## src/rtl/access_keypad_entry.sv

```systemverilog
// Keypad front-end: three decimal keys -> 12-bit binary code, valid/ack handshake, reject lockout.
// Latency: all outputs registered; a key strobe at edge n is visible right after edge n.
// Backpressure: code held in PRESENT until accept/reject; keys are dropped while presenting or locked.
module access_keypad_entry #(
  parameter int TIMEOUT_CYCLES = 1000,
  parameter int MAX_ATTEMPTS   = 3,
  parameter int LOCKOUT_CYCLES = 5000,
  parameter int CNT_W          = 16
) (
  input  logic        clk,
  input  logic        rst,
  input  logic        key_valid,
  input  logic [3:0]  key_digit,
  input  logic        accept,
  input  logic        reject,
  output logic [11:0] access_code,
  output logic        code_valid,
  output logic [1:0]  digit_count,
  output logic        locked,
  output logic        entry_error
);

  localparam logic [CNT_W-1:0] TIMEOUT_LAST  = CNT_W'(TIMEOUT_CYCLES - 1);
  localparam logic [CNT_W-1:0] LOCKOUT_LAST  = CNT_W'(LOCKOUT_CYCLES - 1);
  localparam logic [CNT_W-1:0] CNT_ONE       = CNT_W'(1);
  localparam logic [3:0]       ATTEMPT_LIMIT = 4'(MAX_ATTEMPTS);

  typedef enum logic [1:0] {
    S_IDLE    = 2'd0,
    S_ENTRY   = 2'd1,
    S_PRESENT = 2'd2,
    S_LOCKOUT = 2'd3
  } state_t;

  state_t           state;
  state_t           state_nxt;
  logic [11:0]      accum;
  logic [11:0]      accum_nxt;
  logic [11:0]      access_code_nxt;
  logic [CNT_W-1:0] timer;
  logic [CNT_W-1:0] timer_nxt;
  logic [3:0]       attempts;
  logic [3:0]       attempts_nxt;
  logic [1:0]       digit_count_nxt;
  logic             code_valid_nxt;
  logic             locked_nxt;
  logic             entry_error_nxt;

  logic             key_is_digit;
  logic             key_is_clear;
  logic             key_is_enter;
  logic             key_is_bad;
  logic             entry_full;
  logic             timed_out;
  logic             lock_done;
  logic             last_attempt;

  always_comb begin
    key_is_digit = key_valid && (key_digit <= 4'd9);
    key_is_clear = key_valid && (key_digit == 4'd10);
    key_is_enter = key_valid && (key_digit == 4'd11);
    key_is_bad   = key_valid && (key_digit >= 4'd12);
    entry_full   = (digit_count == 2'd3);
    // One timer serves both the inter-key timeout (ENTRY) and the lockout (LOCKOUT).
    timed_out    = !key_valid && (timer == TIMEOUT_LAST);
    lock_done    = (timer == LOCKOUT_LAST);
    last_attempt = ((attempts + 4'd1) == ATTEMPT_LIMIT);
  end

  // State and datapath registers
  always_ff @(posedge clk) begin
    if (rst) begin
      state       <= S_IDLE;
      accum       <= '0;
      timer       <= '0;
      attempts    <= '0;
      access_code <= '0;
      code_valid  <= 1'b0;
      digit_count <= '0;
      locked      <= 1'b0;
      entry_error <= 1'b0;
    end else begin
      state       <= state_nxt;
      accum       <= accum_nxt;
      timer       <= timer_nxt;
      attempts    <= attempts_nxt;
      access_code <= access_code_nxt;
      code_valid  <= code_valid_nxt;
      digit_count <= digit_count_nxt;
      locked      <= locked_nxt;
      entry_error <= entry_error_nxt;
    end
  end

  // Next-state logic
  always_comb begin
    state_nxt = state;
    case (state)
      S_IDLE: begin
        if (key_is_digit) state_nxt = S_ENTRY;
      end
      S_ENTRY: begin
        if (key_is_clear)      state_nxt = S_IDLE;
        else if (key_is_enter) state_nxt = entry_full ? S_PRESENT : S_IDLE;
        else if (timed_out)    state_nxt = S_IDLE;
      end
      S_PRESENT: begin
        if (reject)      state_nxt = last_attempt ? S_LOCKOUT : S_IDLE;
        else if (accept) state_nxt = S_IDLE;
      end
      S_LOCKOUT: begin
        if (lock_done) state_nxt = S_IDLE;
      end
      default: state_nxt = S_IDLE;
    endcase
  end

  // Next values for datapath and registered outputs
  always_comb begin
    accum_nxt       = accum;
    timer_nxt       = '0;
    attempts_nxt    = attempts;
    access_code_nxt = access_code;
    code_valid_nxt  = code_valid;
    digit_count_nxt = digit_count;
    locked_nxt      = locked;
    entry_error_nxt = 1'b0;
    case (state)
      S_IDLE: begin
        if (key_is_digit) begin
          accum_nxt       = {8'd0, key_digit};
          digit_count_nxt = 2'd1;
        end
      end
      S_ENTRY: begin
        timer_nxt = key_valid ? '0 : timer + CNT_ONE;
        if (key_is_digit) begin
          if (entry_full) begin
            entry_error_nxt = 1'b1;
          end else begin
            accum_nxt       = accum * 12'd10 + {8'd0, key_digit};
            digit_count_nxt = digit_count + 2'd1;
          end
        end else if (key_is_clear) begin
          accum_nxt       = '0;
          digit_count_nxt = '0;
        end else if (key_is_enter) begin
          accum_nxt       = '0;
          digit_count_nxt = '0;
          if (entry_full) begin
            access_code_nxt = accum;
            code_valid_nxt  = 1'b1;
          end else begin
            entry_error_nxt = 1'b1;
          end
        end else if (key_is_bad) begin
          entry_error_nxt = 1'b1;
        end else if (timed_out) begin
          accum_nxt       = '0;
          digit_count_nxt = '0;
          entry_error_nxt = 1'b1;
          timer_nxt       = '0;
        end
      end
      S_PRESENT: begin
        // Reject takes priority when both acknowledges arrive together.
        if (reject) begin
          code_valid_nxt = 1'b0;
          if (last_attempt) begin
            attempts_nxt = '0;
            locked_nxt   = 1'b1;
          end else begin
            attempts_nxt = attempts + 4'd1;
          end
        end else if (accept) begin
          code_valid_nxt = 1'b0;
          attempts_nxt   = '0;
        end
      end
      S_LOCKOUT: begin
        if (lock_done) locked_nxt = 1'b0;
        else           timer_nxt  = timer + CNT_ONE;
      end
      default: begin
        accum_nxt = '0;
      end
    endcase
  end

endmodule

```

## config.mk

```make
export PLATFORM = sky130hd
export DESIGN_NAME = access_keypad_entry
export DESIGN_NICKNAME = d
export VERILOG_FILES = /design/src/rtl/access_keypad_entry.sv
export SDC_FILE = /design/constraint.sdc
export NUM_CORES = 1
export LEC_CHECK = 0
export ABC_CLOCK_PERIOD_IN_PS = 3850
export CORE_MARGIN = 2
export CORE_UTILIZATION = 47
export CTS_CLUSTER_SIZE = 24
export DETAILED_ROUTE_END_ITERATION = 6
export PLACE_DENSITY = 0.66
export SLEW_MARGIN = 40
export SYNTH_ARGS = -nofsm -noshare
export SYNTH_HDL_FRONTEND = slang
export SYNTH_SLANG_ARGS = --single-unit
```

## constraint.sdc

```tcl
create_clock -name clk -period 3.85 [get_ports clk]
set_input_delay 0.5775 -clock clk [delete_from_list [all_inputs] [get_ports clk]]
set_output_delay 0.5775 -clock clk [all_outputs]
set_load 0.01 [all_outputs]
```

==> results_dict.tcl, run 1 <==
set metrics [dict create \
    cts_buffer_depth 2 \
    overflow 0 \
    yosys.area_share.simple_pct 24.1 \
    status "complete, no violations" \
    row_count 28 \
    grt_max_degree 38 \
    synth_cell_type_count 56 \
    ant_nets 0 \
    p_per_area_nw_per_um2 305 \
    critPathSlowestCell "or4b_1" \
    end_kind "flip-flop" \
    synthAdderAreaFrac_pct 10.9 \
    grt_antenna_before_repair 0 \
    reg2regPathDepth 9 \
    post-route-min-period_ns 3.42 \
    worstPathCellList "ha_1, ha_1, fa_1, a211oi_1, o22ai_1, or4b_1, a31o_1, or4_1, nand3_1" \
    post_cts_buffers 0 \
    synth.avg_cell_area_um2 8.71 \
    critPathMaxStageDelay_ns 0.53 \
    grt_pass1_vias 2238 \
    grt_use_met2_pct 30.4 \
    dpl-instance-area_um2 3210 \
    cts_resized 0 \
    drtIter0Drc 139 \
    start_util_pct 48.8 \
    cp-start-kind "flip-flop" \
    worst_pin_slew_ns 0.539 \
    synthFlopType "dfxtp_1" \
    synth_edf_count 0 \
    sw_frac_of_total_pct 24.1 \
    p_comb_share_pct 9.7 \
    routabilityCongestion 0.821 \
    cts_buffers 5 \
    crit_type "flip-flop to flip-flop" \
    grt_pass1_wl_um 10700 \
    clk_pin_slew_worst_paths_ns 0.09 \
    p_clk_share_pct 36.9 \
    cts_sinks 51 \
    final_core_util_pct 56.1 \
    cts_hold_buf 0 \
    root_buffer "clkbuf_8" \
    syn_nets 365 \
    synthArstFlopShare_pct 0 \
    dieArea_um2 6800 \
    dieHeight_um 82.4 \
    syn_area_um2 2890 \
    gr-usage-met1_pct 29.8 \
    drive_above_1_share_pct 6.16 \
    crit_end "accum[11]" \
    clock_latency_ns 0.30 \
    final_area_um2 3320 \
    switchingPower_uw 244 \
    post-place-ws_ns 0.518 \
    dp_hpwl_um 4420 \
    hp-class "flip-flop to flip-flop" \
    max-slew-margin-rel_pct 63.7 \
    seqPwrFrac_pct 53.5 \
    ys_seq_area_share_pct 35.3 \
    period_share_pct 88.8 \
    rr_startpoint "accum[1]" \
    synth_top_family_by_area "simple AND/OR/NAND/NOR gates" \
    grt-busiest-layer "met2" \
    drt-total-wl_um 6070 \
    drc_errors 0 \
    synth_compound_area_share_pct 15.1 \
    synthMuxAreaShare_pct 4.85 \
    holdWs_ns 0.467 \
    grt_util_met3_pct 4.13 \
    finalClockSkew_ns 0.0105 \
    max_cap_viol_count 0 \
    crit_start "accum[1]" \
    synth_seq_cells 51 \
    routedWlPerCell_um 14.0 \
    rsz0062_at_grt "false" \
    syn_to_final_growth_pct 15.0 \
    die_x_um 82.4 \
    fin_nets 389 \
    via_per_inst 5.57 \
    portBuffers 25 \
    min_from "timer[0]" \
    p_int_uw 770 \
    drv_slew 0 \
    htreeDepth 2 \
    cts_tree "done" \
    setup_viol_count_final 0 \
    core_um2 5920 \
    post-synth-top-area-cell "dfxtp_1" \
    yosysWarnings 0 \
    synth_top_cell_area_share_pct 35.3 \
    grt_usage_pct 20.2 \
    antenna_cells 0 \
    cp.arrival_ns 3.66 \
    p_leak_nw 1.28 \
    synth_cells 332 \
    drt_first_pass_iters 4 \
    ys_top_cells_by_area "dfxtp_1, ha_1, nor2_1" \
    max_freq_mhz 293 \
    cp_common_cell "ha_1" \
    final.setup.worst_slack_ns 0.433 \
    irDropWorstVdd_v 0.000195 \
    r2r_end "accum[11]" \
    r2r_setup_slack_ns 0.43 \
    worstPathRequired_ns 4.09 \
    crit_path_max_fanout 5 \
    route.vias.total 2406 \
    synthXorXnorAreaFrac_pct 6.66 \
    ioPinCount 26 \
    setup-tns-final_ns 0 \
    hold_violations 0 \
]
[Yosys cell counts (6+ instances only)]
cell       n
mux2i_1   14
nor2_1    55
nand3_1   10
nand4_1    7
a21oi_1   10
clkbuf_1   9
inv_1      7
dfxtp_1   51
o21ai_0   15
ha_1      22
nand2_1   19
or3_1      6
nor3_1    11
xor2_1    11
xnor2_1   11
[cell usage in the layout, fill, tap and decap left out, types with 10 or more instances in the layout]
cell / n
nor2_1: 55
dfxtp_1: 51
clkdlybuf4s50_1: 25
ha_1: 22
nand2_1: 19
o21ai_0: 15
mux2i_1: 14
xnor2_1: 11
nor3_1: 11
xor2_1: 11
a21oi_1: 10
nand3_1: 10
[registers in the layout, indices dropped and copies added, names as in the netlist]
name         cells
state            2
accum           12
timer           16
code_valid       1
access_code     12
locked           1
digit_count      2
attempts         4
entry_error      1
[stage by stage]
step / power, mW / std cells
3_5_place_dp: 0.651 / 424
5_1_grt: 1.06 / 432
6_report: 1.01 / 432
3_3_place_gp: 0.650 / 424
2_1_floorplan: 0.619 / 332
4_1_cts: 1.03 / 432
[area by class of cell]
cell class / instances / area, um2
fill: 541 / 2600
sequential: 51 / 1020
inverter: 7 / 26.3
tap: 75 / 93.8
multi-input combinational: 262 / 1790
clock inverter: 3 / 43.8
timing repair buffer: 29 / 280
clock buffer: 5 / 68.8
[per-layer routing]
layer  part of all wire [%]  wire [um]  vias up
met3                    3.9        237        4
met5                      0          0        -
met4                   0.66         40        0
met2                     42       2530       38
met1                     54       3260     1118
li1                       -          -     1246
[kinds of logic after synthesis]
| group | Yosys count |
|---|---|
| flip-flops | 51 |
| AO/OA/AOI/OAI | 63 |
| AND/OR/NAND/NOR | 139 |
| XOR/XNOR | 22 |
| buffers and inverters | 19 |
| adder cells (fa/ha/maj) | 24 |
| multiplexers | 14 |
[power by group through the flow]
stage                     Combinational (mW)  Sequential [mW]  Clock (mW)
after detailed placement              0.0970            0.554           0
after global routing                   0.111            0.544       0.410
final                                 0.0979            0.542       0.374
after floorplan                       0.0680            0.551           0
after global placement                0.0963            0.554           0
after CTS                             0.0982            0.542       0.386
[how the worst min path moves through the flow]
stage / end / slack [ns] / cells after the start
2_1_floorplan: timer[0] / 0.43 / 1
3_3_place_gp: timer[0] / 0.44 / 1
3_5_place_dp: timer[0] / 0.45 / 1
4_1_cts: timer[0] / 0.47 / 1
5_1_grt: timer[0] / 0.52 / 1
6_report: timer[0] / 0.47 / 1
[worst max-delay path, delay by kind of cell (launching register included)]
kind,cells,cell delay (ns)
compound gates,3,0.86
fa+ha+maj,3,0.95
flops,1,0.45
simple gates,3,1.12
No activity file was read; power rests on OpenSTA's default activity.
==> inputs of run 2 (changes only) <==
--- a/config.mk
+++ b/config.mk
@@ -10,6 +10,7 @@
 export CORE_UTILIZATION = 47
 export CTS_CLUSTER_SIZE = 24
 export DETAILED_ROUTE_END_ITERATION = 6
+export GPL_TIMING_DRIVEN = 0
 export PLACE_DENSITY = 0.66
 export SLEW_MARGIN = 40
 export SYNTH_ARGS = -nofsm -noshare
==> results_dict.tcl, run 2 (synthesis results as in run 1) <==
set metrics [dict create \
    core_um2 5920 \
    cts_resized 0 \
    regMostFlops "timer" \
    die_x_um 82.4 \
    reg_top3 "timer (16), access_code (12), accum (12)" \
    placedCellCount 431 \
    dp_hpwl_um 4590 \
    cts_buffers 5 \
    drt_first_pass_iters 4 \
    crit_path_max_fanout 5 \
    cts_hold_buf 0 \
    drive_above_1_share_pct 6.04 \
    p_leak_nw 1.29 \
    htreeDepth 2 \
    finalClockSkew_ns 0.00696 \
    final_cell_mix "nor2_1, dfxtp_1, clkdlybuf4s50_1, ha_1, nand2_1" \
    portBuffers 24 \
    worstPathCellList "ha_1, ha_1, fa_1, a211oi_1, o22ai_1, or4b_1, a31o_1, or4_1, nand3_1" \
    p_per_area_nw_per_um2 307 \
    end_kind "flip-flop" \
    ant_nets 0 \
    antenna_cells 0 \
    grt_pass1_vias 2247 \
    root_buffer "clkbuf_8" \
    final_common_cell "nor2_1" \
    hp-class "flip-flop to flip-flop" \
    cp_common_cell "ha_1" \
    overflow 0 \
    min_from "timer[0]" \
    start_util_pct 48.8 \
    setup-tns-final_ns 0 \
    clock_latency_ns 0.31 \
    syn_to_final_growth_pct 16.1 \
    hold_violations 0 \
    fillers 574 \
    rsz0062_at_grt "false" \
    post_cts_buffers 0 \
    holdWs_ns 0.467 \
    cp-start-kind "flip-flop" \
    irDropWorstVdd_v 0.000253 \
    setup_viol_count_final 0 \
    drtIter0Drc 144 \
    rr_startpoint "accum[1]" \
    max-slew-margin-rel_pct 58.6 \
    cp.arrival_ns 3.71 \
    grt_pass1_wl_um 10200 \
    drv_slew 0 \
    post-route-min-period_ns 3.46 \
    worst_pin_slew_ns 0.618 \
    critPathSlowestCell "or4b_1" \
    via_per_inst 5.48 \
    cts_tree "done" \
    cts_buffer_depth 2 \
    clk_pin_slew_worst_paths_ns 0.09 \
    drt-total-wl_um 6040 \
    grt_antenna_before_repair 0 \
    drc_errors 0 \
    max_cap_viol_count 0 \
    row_count 28 \
    grt_max_degree 16 \
    largest_reg_flops 16 \
    crit_type "flip-flop to flip-flop" \
    critPathMaxStageDelay_ns 0.51 \
    status "complete, no violations" \
    fin_nets 396 \
    worstPathRequired_ns 4.10 \
    route.vias.total 2406 \
    routabilityCongestion 0.826 \
    routedWlPerCell_um 13.8 \
    final_cells 439 \
    cts_sinks 51 \
    period_share_pct 89.8 \
    dieHeight_um 82.4 \
    max_freq_mhz 289 \
    ioPinCount 26 \
    dieArea_um2 6800 \
    grt_usage_pct 19.5 \
    crit_start "accum[1]" \
]
[run 2: layout make-up]
type	instances	area, um2	share of cell area, %
multi-input combinational	262	1800	53.5
sequential	51	1020	30.4
timing repair buffer	24	240	7.16
tap	75	93.8	2.80
clock buffer	6	82.6	2.46
buffer	12	61.3	1.83
clock inverter	2	35.0	1.04
inverter	7	26.3	0.783
[run 2: path summary, 6_finish.rpt]
| kind | end | slack [ns] | cells past startpoint |
|---|---|---|---|
| min | timer[0] | 0.47 | 1 |
| max reg2reg | accum[11] | 0.39 | 9 |
| min reg2reg | timer[0] | 0.47 | 1 |
| max | accum[11] | 0.39 | 9 |
[run 2: power breakdown]
| part | total (mW) | switching (mW) | internal (mW) | leakage (nW) |
|---|---|---|---|---|
| Sequential | 0.541 | 0.00731 | 0.533 | 0.412 |
| Combinational | 0.101 | 0.0575 | 0.0435 | 0.817 |
| Clock | 0.387 | 0.177 | 0.210 | 0.0612 |
[run 2: worst max-delay path, delay by kind of cell (launching register included)]
family / cells / cell delay (ns)
AO/OA/AOI/OAI: 3 / 0.88
adder cells (fa/ha/maj): 3 / 0.96
flip-flops: 1 / 0.45
AND/OR/NAND/NOR: 3 / 1.12
[run 2: stage by stage]
stage / worst slack (ns) / util [%] / area, um2 / power, mW
floorplan: 0.727 / - / 2890 / 0.619
global placement: 0.498 / 54.5 / 3230 / 0.650
detailed placement: 0.465 / 54.7 / 3240 / 0.654
CTS: 0.400 / 56.7 / 3360 / 1.04
global route: 0.191 / 56.7 / 3360 / 1.07
finish: 0.392 / 56.7 / 3360 / 1.03
[run 2: routing by layer]
layer  wire [um]  part of all wire [%]  global-route usage, %  vias to the layer above
met1        3190                    53                   28.9                     1095
met3         299                   4.9                   3.80                        7
li1            -                     -                      -                     1256
met4          59                  0.98                   5.33                        0
met5           0                     0                      0                        -
met2        2490                    41                   28.7                       48
==> inputs of run 3 (changes only) <==
--- a/config.mk
+++ b/config.mk
@@ -5,13 +5,14 @@
 export SDC_FILE = /design/constraint.sdc
 export NUM_CORES = 1
 export LEC_CHECK = 0
+export ABC_AREA = 1
 export ABC_CLOCK_PERIOD_IN_PS = 3850
 export CORE_MARGIN = 2
-export CORE_UTILIZATION = 47
+export CORE_UTILIZATION = 55
 export CTS_CLUSTER_SIZE = 24
 export DETAILED_ROUTE_END_ITERATION = 6
 export GPL_TIMING_DRIVEN = 0
-export PLACE_DENSITY = 0.66
+export PLACE_DENSITY = 0.75
 export SLEW_MARGIN = 40
 export SYNTH_ARGS = -nofsm -noshare
 export SYNTH_HDL_FRONTEND = slang
==> results_dict.tcl, run 3 <==
set metrics [dict create \
    switchingPower_uw 282 \
    max_freq_mhz 369 \
    crit_type "flip-flop to flip-flop" \
    portBuffers 25 \
    drt_first_pass_iters 4 \
    clk_pin_slew_worst_paths_ns 0.10 \
    period_share_pct 70.4 \
    rsz0062_at_grt "false" \
    yosysWarnings 0 \
    dieHeight_um 79.0 \
    ant_nets 0 \
    grt_util_met3_pct 3.18 \
    crit_path_max_fanout 5 \
    post-place-ws_ns 1.07 \
    syn_to_final_growth_pct 14.0 \
    drive_above_1_share_pct 8.42 \
    drt-total-wl_um 6680 \
    synth_cells 442 \
    post-synth-top-area-cell "dfxtp_1" \
    drv_slew 0 \
    cts_buffer_depth 2 \
    worstPathRequired_ns 4.03 \
    syn_area_um2 3090 \
    p_leak_nw 1.56 \
    overflow 0 \
    post_cts_buffers 0 \
    cp-start-kind "flip-flop" \
    finalClockSkew_ns 0.00912 \
    final_cells 547 \
    dieArea_um2 6240 \
    cts_tree "done" \
    synth_top_family_by_area "simple AND/OR/NAND/NOR gates" \
    max_cap_viol_count 0 \
    start_util_pct 56.5 \
    via_per_inst 5.24 \
    synth_cell_type_count 38 \
    cts_sinks 51 \
    ys_top_cells_by_area "dfxtp_1, nand2_1, ha_1" \
    drtIter0Drc 162 \
    antenna_cells 0 \
    p_per_area_nw_per_um2 284 \
    total_power_mw 1.00 \
    largest_reg_flops 16 \
    final.setup.worst_slack_ns 1.14 \
    final_common_cell "nand2_1" \
    hp-class "flip-flop to flip-flop" \
    synthMuxAreaShare_pct 0 \
    irDropWorstVdd_v 0.000168 \
    root_buffer "clkbuf_8" \
    grt_pass1_vias 2574 \
    final_cell_mix "nand2_1, nor2_1, inv_1, dfxtp_1, nand3_1" \
    final_core_util_pct 64.4 \
    regMostFlops "timer" \
    route.vias.total 2867 \
    hold_depth 1 \
    final_area_um2 3530 \
    end_kind "flip-flop" \
    ioPinCount 26 \
    sw_frac_of_total_pct 28.2 \
    clock_latency_ns 0.31 \
    yosysMostFrequentCell "nand2_1" \
    yosys.area_share.simple_pct 34.7 \
    ys_top_cells_by_count "nand2_1, nor2_1, inv_1" \
    drc_errors 0 \
    reg_top3 "timer (16), access_code (12), accum (12)" \
    dpl-instance-area_um2 3430 \
    synthFlopType "dfxtp_1" \
    fin_nets 507 \
    setup_viol_count_final 0 \
    cts_buffers 5 \
    synth_seq_cells 51 \
    grt_use_met2_pct 36.2 \
    worst_pin_slew_ns 0.587 \
    reg2regPathDepth 12 \
    p_comb_share_pct 13.8 \
    placedCellCount 539 \
    synth_top_cell_area_share_pct 33.0 \
    grt_pass1_wl_um 11400 \
    grt_usage_pct 22.7 \
    post-route-min-period_ns 2.71 \
    seqPwrFrac_pct 54.6 \
    grt-busiest-layer "met2" \
    synthXorXnorAreaFrac_pct 3.40 \
    grt_antenna_before_repair 0 \
    core_um2 5470 \
    p_int_uw 719 \
    cts_hold_buf 0 \
    dp_hpwl_um 5270 \
    p_clk_share_pct 31.5 \
    gr-usage-met1_pct 32.4 \
    routabilityCongestion 0.847 \
    synth.avg_cell_area_um2 7.00 \
    ys_seq_area_share_pct 33.0 \
    synth_edf_count 0 \
    synthArstFlopShare_pct 0 \
    holdWs_ns 0.457 \
    status "complete, no violations" \
    cp.arrival_ns 2.89 \
    synthAdderAreaFrac_pct 10.2 \
    synth_compound_area_share_pct 9.67 \
    max-slew-margin-rel_pct 60.5 \
    row_count 27 \
    grt_max_degree 18 \
    die_x_um 79.0 \
    htreeDepth 2 \
    hold_violations 0 \
    syn_nets 475 \
    setup-tns-final_ns 0 \
    cts_resized 0 \
    routedWlPerCell_um 12.2 \
]
run 3: power by group through the flow:
stage	Sequential, mW	Clock, mW	Combinational (mW)
floorplan	0.555	0	0.100
global placement	0.559	0	0.134
detailed placement	0.559	0	0.138
CTS	0.547	0.322	0.139
global route	0.548	0.344	0.157
finish	0.547	0.316	0.139
run 3: logic make-up after synthesis:
kind of cell    count (synthesis)
simple gates                  234
buf+inv                        67
compound gates                 54
flops                          51
fa+ha+maj                      24
xor+xnor                       12
run 3: worst paths after layout:
check / from / endpoint / slack [ns]
hold / removal: timer[0] / timer[0] / 0.46
setup reg to reg: accum[1] / accum[9] / 1.14
hold reg to reg: timer[0] / timer[0] / 0.46
setup / recovery: accum[1] / accum[9] / 1.14
run 3: area by class of cell:
cell class	count	area, um2
Fill cell	532	1950
Multi-Input combinational cell	324	1790
Sequential cell	51	1020
Timing Repair Buffer	25	250
Inverter	61	234
Tap cell	72	90.1
Clock buffer	5	68.8
Buffer	6	45.0
Clock inverter	3	23.8
run 3: metal layers:
metal / vias to the layer above / part of all wire, %
met2: 41 / 44
li1: 1492 / -
met4: 0 / 0.99
met5: - / 0
met3: 5 / 2.4
met1: 1329 / 52
run 3: critical path, cell delays in order (launching register included):
cell and delay, ns:
dfxtp_1 0.51, ha_1 0.29, ha_1 0.24, fa_1 0.44
xor2_1 0.25, inv_1 0.09, nor2_1 0.15, nand2_1 0.10
nor2_2 0.16, xor2_1 0.18, nor2_1 0.06, nor2_1 0.08
nor2_1 0.04
